File: src/rtl/alu_seq_driver.sv
// alu_seq_driver: multi-byte sequencer driving an 8-bit combinational ALU.
// Splits one wide request (op, A, B, carry-in) into one ALU command per cycle,
// chains carry between byte slices and folds compare flags into one result.
// Optional build macro: ALU_SEQ_ILLEGAL_OP_EN adds the rsp_illegal output.
`timescale 1ns/1ps

module alu_seq_driver #(
   parameter int unsigned NBYTES = 2
) (
   input  logic                  clk,
   input  logic                  reset_n,
   input  logic                  req_valid,
   output logic                  req_ready,
   input  logic [3:0]            req_op,
   input  logic [8*NBYTES-1:0]   req_a,
   input  logic [8*NBYTES-1:0]   req_b,
   input  logic                  req_cin,
   output logic [3:0]            alu_cmd,
   output logic [7:0]            alu_inA,
   output logic [7:0]            alu_inB,
   output logic                  alu_shiftcarry_in,
   input  logic [7:0]            alu_rslt,
   input  logic                  alu_shiftcarry_out,
   input  logic                  alu_branchFlag,
   output logic                  rsp_valid,
   input  logic                  rsp_ready,
   output logic [8*NBYTES-1:0]   rsp_result,
   output logic                  rsp_carry,
`ifdef ALU_SEQ_ILLEGAL_OP_EN
   output logic                  rsp_illegal,
`endif
   output logic                  rsp_flag
);

   localparam int unsigned W = 8 * NBYTES;
   localparam logic [1:0] LastIdx = 2'(NBYTES - 1);

   localparam logic [3:0] OpAnd  = 4'b0000;
   localparam logic [3:0] OpXor  = 4'b0001;
   localparam logic [3:0] OpOr   = 4'b0010;
   localparam logic [3:0] OpLsl  = 4'b0011;
   localparam logic [3:0] OpLsr  = 4'b0100;
   localparam logic [3:0] OpAdd  = 4'b0101;
   localparam logic [3:0] OpSub  = 4'b0110;
   localparam logic [3:0] OpPass = 4'b0111;
   localparam logic [3:0] OpLt   = 4'b1000;
   localparam logic [3:0] OpGt   = 4'b1001;
   localparam logic [3:0] OpEq   = 4'b1010;

   typedef enum logic [1:0] {StIdle, StRun, StCmpDecide, StResp} state_e;

   state_e         state_q, state_d;
   logic [3:0]     op_q, op_d;
   logic [W-1:0]   a_q, a_d;
   logic [W-1:0]   b_q, b_d;
   logic [1:0]     idx_q, idx_d;
   logic [W-1:0]   res_q, res_d;
   logic           carry_q, carry_d;
   logic           flag_q, flag_d;
`ifdef ALU_SEQ_ILLEGAL_OP_EN
   logic           ill_q, ill_d;
`endif

   logic           is_cmp;
   logic           is_ill;
   logic           last;
   logic [1:0]     pos;
   logic [7:0]     a_byte;
   logic [7:0]     b_byte;

   // Op classification and the byte slice addressed this cycle
   always_comb begin
      is_cmp = (op_q == OpLt) || (op_q == OpGt) || (op_q == OpEq);
      is_ill = (op_q > OpEq);
      last   = (idx_q == LastIdx);
      // LSR and compares walk from the top byte down
      pos    = ((op_q == OpLsr) || is_cmp) ? (LastIdx - idx_q) : idx_q;
      a_byte = a_q[8*pos +: 8];
      b_byte = b_q[8*pos +: 8];
   end

   // State register
   always_ff @(posedge clk or negedge reset_n) begin
      if (!reset_n) begin
         state_q <= StIdle;
      end else begin
         state_q <= state_d;
      end
   end

   // Next-state logic
   always_comb begin
      state_d = state_q;
      unique case (state_q)
         StIdle: begin
            if (req_valid) state_d = StRun;
         end
         StRun: begin
            if (is_ill) begin
               state_d = StResp;
            end else if (is_cmp) begin
               if (!alu_branchFlag) begin
                  state_d = (op_q == OpEq) ? StResp : StCmpDecide;
               end else if (last) begin
                  state_d = StResp;
               end
            end else if (last) begin
               state_d = StResp;
            end
         end
         StCmpDecide: state_d = StResp;
         StResp: begin
            if (rsp_ready) state_d = StIdle;
         end
         default: state_d = StIdle;
      endcase
   end

   // Output logic: handshake and ALU drive
   always_comb begin
      req_ready         = (state_q == StIdle);
      rsp_valid         = (state_q == StResp);
      alu_cmd           = OpPass;
      alu_inA           = 8'h00;
      alu_inB           = 8'h00;
      alu_shiftcarry_in = 1'b0;
      unique case (state_q)
         StRun: begin
            case (op_q)
               OpAnd, OpXor, OpOr, OpPass: begin
                  alu_cmd = op_q;
                  alu_inA = a_byte;
                  alu_inB = b_byte;
               end
               OpAdd: begin
                  alu_cmd           = OpAdd;
                  alu_inA           = a_byte;
                  alu_inB           = b_byte;
                  alu_shiftcarry_in = carry_q;
               end
               OpSub: begin
                  // A - B computed as A + ~B + 1; carry_q starts at 1
                  alu_cmd           = OpAdd;
                  alu_inA           = a_byte;
                  alu_inB           = ~b_byte;
                  alu_shiftcarry_in = carry_q;
               end
               OpLsl, OpLsr: begin
                  alu_cmd           = op_q;
                  alu_inA           = a_byte;
                  alu_shiftcarry_in = carry_q;
               end
               OpLt, OpGt, OpEq: begin
                  alu_cmd = OpEq;
                  alu_inA = a_byte;
                  alu_inB = b_byte;
               end
               default: ;
            endcase
         end
         StCmpDecide: begin
            alu_cmd = op_q;
            alu_inA = a_byte;
            alu_inB = b_byte;
         end
         default: ;
      endcase
   end

   // Datapath next-state: request latch, byte capture, carry chain, flag fold
   always_comb begin
      op_d    = op_q;
      a_d     = a_q;
      b_d     = b_q;
      idx_d   = idx_q;
      res_d   = res_q;
      carry_d = carry_q;
      flag_d  = flag_q;
`ifdef ALU_SEQ_ILLEGAL_OP_EN
      ill_d   = ill_q;
`endif
      unique case (state_q)
         StIdle: begin
            if (req_valid) begin
               op_d   = req_op;
               a_d    = req_a;
               b_d    = req_b;
               idx_d  = 2'd0;
               res_d  = '0;
               flag_d = 1'b0;
               case (req_op)
                  OpSub:               carry_d = 1'b1;
                  OpAdd, OpLsl, OpLsr: carry_d = req_cin;
                  default:             carry_d = 1'b0;
               endcase
`ifdef ALU_SEQ_ILLEGAL_OP_EN
               ill_d = (req_op > OpEq);
`endif
            end
         end
         StRun: begin
            case (op_q)
               OpAnd, OpXor, OpOr, OpPass: begin
                  res_d[8*pos +: 8] = alu_rslt;
               end
               OpAdd, OpSub, OpLsl, OpLsr: begin
                  res_d[8*pos +: 8] = alu_rslt;
                  carry_d           = alu_shiftcarry_out;
               end
               OpLt, OpGt, OpEq: begin
                  // All bytes equal: only EQ reports true
                  if (alu_branchFlag && last) flag_d = (op_q == OpEq);
               end
               default: ;
            endcase
            // Hold the index on an unequal byte so CMP_DECIDE revisits it
            if (!last && !(is_cmp && !alu_branchFlag)) idx_d = idx_q + 2'd1;
         end
         StCmpDecide: flag_d = alu_branchFlag;
         default: ;
      endcase
   end

   // Datapath registers
   always_ff @(posedge clk or negedge reset_n) begin
      if (!reset_n) begin
         op_q    <= OpPass;
         a_q     <= '0;
         b_q     <= '0;
         idx_q   <= 2'd0;
         res_q   <= '0;
         carry_q <= 1'b0;
         flag_q  <= 1'b0;
      end else begin
         op_q    <= op_d;
         a_q     <= a_d;
         b_q     <= b_d;
         idx_q   <= idx_d;
         res_q   <= res_d;
         carry_q <= carry_d;
         flag_q  <= flag_d;
      end
   end

`ifdef ALU_SEQ_ILLEGAL_OP_EN
   // Illegal-opcode marker register
   always_ff @(posedge clk or negedge reset_n) begin
      if (!reset_n) begin
         ill_q <= 1'b0;
      end else begin
         ill_q <= ill_d;
      end
   end

   assign rsp_illegal = ill_q;
`endif

   assign rsp_result = res_q;
   assign rsp_carry  = carry_q;
   assign rsp_flag   = flag_q;

endmodule

File: config.mk
export PLATFORM = sky130hd
export DESIGN_NAME = alu_seq_driver
export DESIGN_NICKNAME = d
export VERILOG_FILES = /design/src/rtl/alu_seq_driver.sv
export SDC_FILE = /design/constraint.sdc
export NUM_CORES = 1
export LEC_CHECK = 0
export BUFFER_PORTS_ARGS = -buffer_cell sky130_fd_sc_hd__buf_2
export CAP_MARGIN = 30
export CORE_MARGIN = 2
export CORE_UTILIZATION = 36
export DETAILED_ROUTE_END_ITERATION = 8
export GPL_TIMING_DRIVEN = 0
export MAX_ROUTING_LAYER = met4
export PLACE_DENSITY = 0.67
export REMOVE_ABC_BUFFERS = 1
export SLEW_MARGIN = 20
export SYNTH_ARGS = -nofsm -noshare
export SYNTH_HDL_FRONTEND = slang
export SYNTH_SLANG_ARGS = --single-unit
File: constraint.sdc
create_clock -name clk -period 2.5 [get_ports clk]
set_input_delay 0.25 -clock clk [delete_from_list [all_inputs] [get_ports clk]]
set_output_delay 0.25 -clock clk [all_outputs]
set_load 0.1 [all_outputs]
==> results.sh <==
export IMPL_synth_cells=265
export IMPL_dieArea_um2=9153
export IMPL_groute_usage_overall=0.1796
export IMPL_numCtsBuffers=9
export IMPL_layout_drive_gt1_share=0.4987
export IMPL_violations="negative setup slack"
export IMPL_final_setup_viol_count=9
export IMPL_grt_first_pass_wirelength_um=12120
export IMPL_class_of_the_most_critical_hold_timing_path="in2reg"
export IMPL_grt_setup_unrepaired="true"
export IMPL_first_pass_iters=4
export IMPL_outcome="finished with violations"
export IMPL_synth_edff_count=0
export IMPL_worst_endpoint_arrival_ns=2.46
export IMPL_synth_yosys_seq_area_share=0.4810
export IMPL_finish_net_count=431
export IMPL_final_setup_skew_ns=0.009267
export IMPL_slew_violations=0
export IMPL_fmax_mhz=369.5
export IMPL_starting_density_of_the_core=0.3701
export IMPL_cts_tree="yes"
export IMPL_post_synth_instance_area_um2=3025
export IMPL_place_gp_congestion=0.7965
export IMPL_cts_htree_levels=3
export IMPL_top_level_pins=92
export IMPL_via_count_of_the_first_global_routing_pass=2509
export IMPL_critical_path_max_fanout=8
export IMPL_core_region_area_um2=8175
export IMPL_synth_top_cell_area_share=0.4549
export IMPL_max_cap_violations=0
export IMPL_port_buffers=91
export IMPL_chipHeight_um=95.67
export IMPL_fin_crit_sh=1.083
export IMPL_floorplan_rows=33
export IMPL_rr_startpoint="op_q[0]"
export IMPL_via_count=2410
export IMPL_crit_path_start="op_q[0]"
export IMPL_async_flop_share=1.000
export IMPL_critical_path_class="reg2out"
export IMPL_slew_headroom=0.5036
export IMPL_count_of_nets_left_with_antenna_violations_after_detail_routing=0
export IMPL_ys_warnings_count=0
export IMPL_total_drc_errors_in_the_routed_layout=0
export IMPL_layout_area_overhead_vs_synth_pct=36.77
export IMPL_tightestPinTransition_ns=0.7446
export IMPL_fin_ws_ns=-0.2065
export IMPL_initialDrtViolationCount=73
export IMPL_antenna_violations_before_repair=0
export IMPL_antenna_cells_inserted=0
export IMPL_grt_start_max_net_pins=59
export IMPL_post_detailed_route_wirelength_per_cell_um=15.32
export IMPL_worstSkewPairLatency_ns=0.34
export IMPL_detail_route_vias_per_cell=4.979
export IMPL_worst_setup_hold_path_clk_slew_ns=0.06
export IMPL_hpwl_um=4964
export IMPL_drt_total_wl_um=7413
export IMPL_yosys_register_bits=58
export IMPL_timing_critical_path_required_ns=2.25
export IMPL_post_synth_num_cell_types=44
export IMPL_cp_start_kind="register"
export IMPL_grt_overflow=0
export IMPL_cts_root_buf="sky130_fd_sc_hd__clkbuf_8"
export IMPL_clkSinkCount=58
export IMPL_die_x_um=95.67
export IMPL_ctsLongestPathBuffers=2
export IMPL_worst_setup_path_end_kind="output port"
export IMPL_hold_path_startpoint="req_op[3]"
export IMPL_ys_dominant_reg_cell="sky130_fd_sc_hd__dfrtp_1"
export IMPL_synth_largest_area_cell="sky130_fd_sc_hd__dfrtp_1"
export IMPL_syn_area_per_cell_um2=11.42
export IMPL_layout_min_cycle_time_ns=2.707
export IMPL_hold_worst_slack_ns=0.1202
export IMPL_synthTopCellsByArea="sky130_fd_sc_hd__dfrtp_1 (45%), sky130_fd_sc_hd__mux2_2 (13%), sky130_fd_sc_hd__mux2i_1 (8.6%), sky130_fd_sc_hd__nor2b_1 (4.3%), sky130_fd_sc_hd__a32o_1 (2.6%)"
export IMPL_hold_viol=0
export IMPL_ys_top_cells_by_count="sky130_fd_sc_hd__dfrtp_1 (55), sky130_fd_sc_hd__mux2_2 (36), sky130_fd_sc_hd__mux2i_1 (26)"
export IMPL_most_common_cell_in_the_synthesized_netlist="sky130_fd_sc_hd__dfrtp_1"
-- layout by cell type (no fill, tap or decap), types with 3 or more instances in the layout --
cell type / instances
sky130_fd_sc_hd__a21oi_1: 9
sky130_fd_sc_hd__a22o_1: 9
sky130_fd_sc_hd__a32o_1: 8
sky130_fd_sc_hd__buf_2: 72
sky130_fd_sc_hd__buf_4: 21
sky130_fd_sc_hd__buf_6: 16
sky130_fd_sc_hd__clkbuf_8: 10
sky130_fd_sc_hd__clkinv_2: 3
sky130_fd_sc_hd__dfrtp_1: 53
sky130_fd_sc_hd__dfstp_2: 3
sky130_fd_sc_hd__ha_1: 5
sky130_fd_sc_hd__inv_1: 8
sky130_fd_sc_hd__mux2_2: 36
sky130_fd_sc_hd__mux2i_1: 19
sky130_fd_sc_hd__mux2i_2: 6
sky130_fd_sc_hd__nand2_1: 12
sky130_fd_sc_hd__nor2_1: 15
sky130_fd_sc_hd__nor2b_1: 19
sky130_fd_sc_hd__o21ai_0: 5
-- cell type report --
type	instances	area, um^2
inverters	8	30.03
flip-flops and latches	58	1458
repair buffers	114	770.7
clock inverters	5	53.80
well taps	105	131.4
multi-input cells	183	1553
fillers	739	4038
clock buffers	11	141.4
-- per-stage QoR --
step	setup TNS [ns]	setup WS, ns	utilization	instance area [um^2]	cells
2_1_floorplan	-58.85	-1.955	-	2944	249
3_3_place_gp	-57.34	-1.848	0.4319	3531	445
3_5_place_dp	-4.336	-0.5255	0.4395	3593	448
4_1_cts	-1.435	-0.1992	0.4913	4016	479
5_1_grt	-3.257	-0.3421	0.5061	4138	484
6_report	-1.525	-0.2065	0.5061	4138	484
-- cell families (layout without fill, tap and decap cells) --
group,count (synthesis),in the layout,synth area share
mux,62,62,0.2200
fa+ha+maj,6,6,0.02481
xor+xnor,2,2,0.005791
flops,58,58,0.4810
simple gates,63,63,0.1075
compound gates,50,50,0.1241
buf+inv,24,138,0.03681
-- per-layer routing --
| metal | wire length (um) | vias to the layer above | track usage | share of wire |
|---|---|---|---|---|
| met5 | 0 | - | - | 0 |
| met4 | 113 | 0 | 0.07024 | 0.015 |
| met3 | 287 | 11 | 0.04111 | 0.039 |
| met2 | 3652 | 57 | 0.2751 | 0.49 |
| met1 | 3359 | 1170 | 0.2312 | 0.45 |
| li1 | - | 1172 | - | - |
-- final timing paths --
check,end,slack [ns],cells after the start
max in group asynchronous,op_q[3],1.43,2
setup / recovery,alu_inB[1],-0.21,8
hold / removal,rsp_carry,0.12,2
setup reg to reg,rsp_result[6],0.21,6
min in group asynchronous,b_q[0],0.53,2
hold reg to reg,b_q[7],0.49,1
-- registers in the layout (all words and copies together), names as in the netlist, named ones only --
register    flops
op_q            4
rsp_result     16
a_q            16
idx_q           2
rsp_flag        1
b_q            16
rsp_carry       1
state_q         1
-- critical path, cell delays in order, from the launching register on --
cell and delay [ns]:
sky130_fd_sc_hd__dfstp_2 0.58, sky130_fd_sc_hd__nand2_2 0.09, sky130_fd_sc_hd__a22oi_2 0.26, sky130_fd_sc_hd__xnor2_4 0.16, sky130_fd_sc_hd__buf_6 0.13, sky130_fd_sc_hd__buf_12 0.14
sky130_fd_sc_hd__mux2i_4 0.24, sky130_fd_sc_hd__mux2i_2 0.26, sky130_fd_sc_hd__buf_6 0.26
-- timing repair --
item | in CTS | in global routing
hold buffers | 1 | 0
hold endpoints to repair | 10 | 0
setup endpoints to repair | 35 | 25
gates resized for setup | 35 | 21
buffers inserted | 14 | 5
pin swaps | 4 | 4
Power is left out: the tool's default activity adds up to more than one toggle a clock period on the data nets, which glitch-free logic cannot reach.
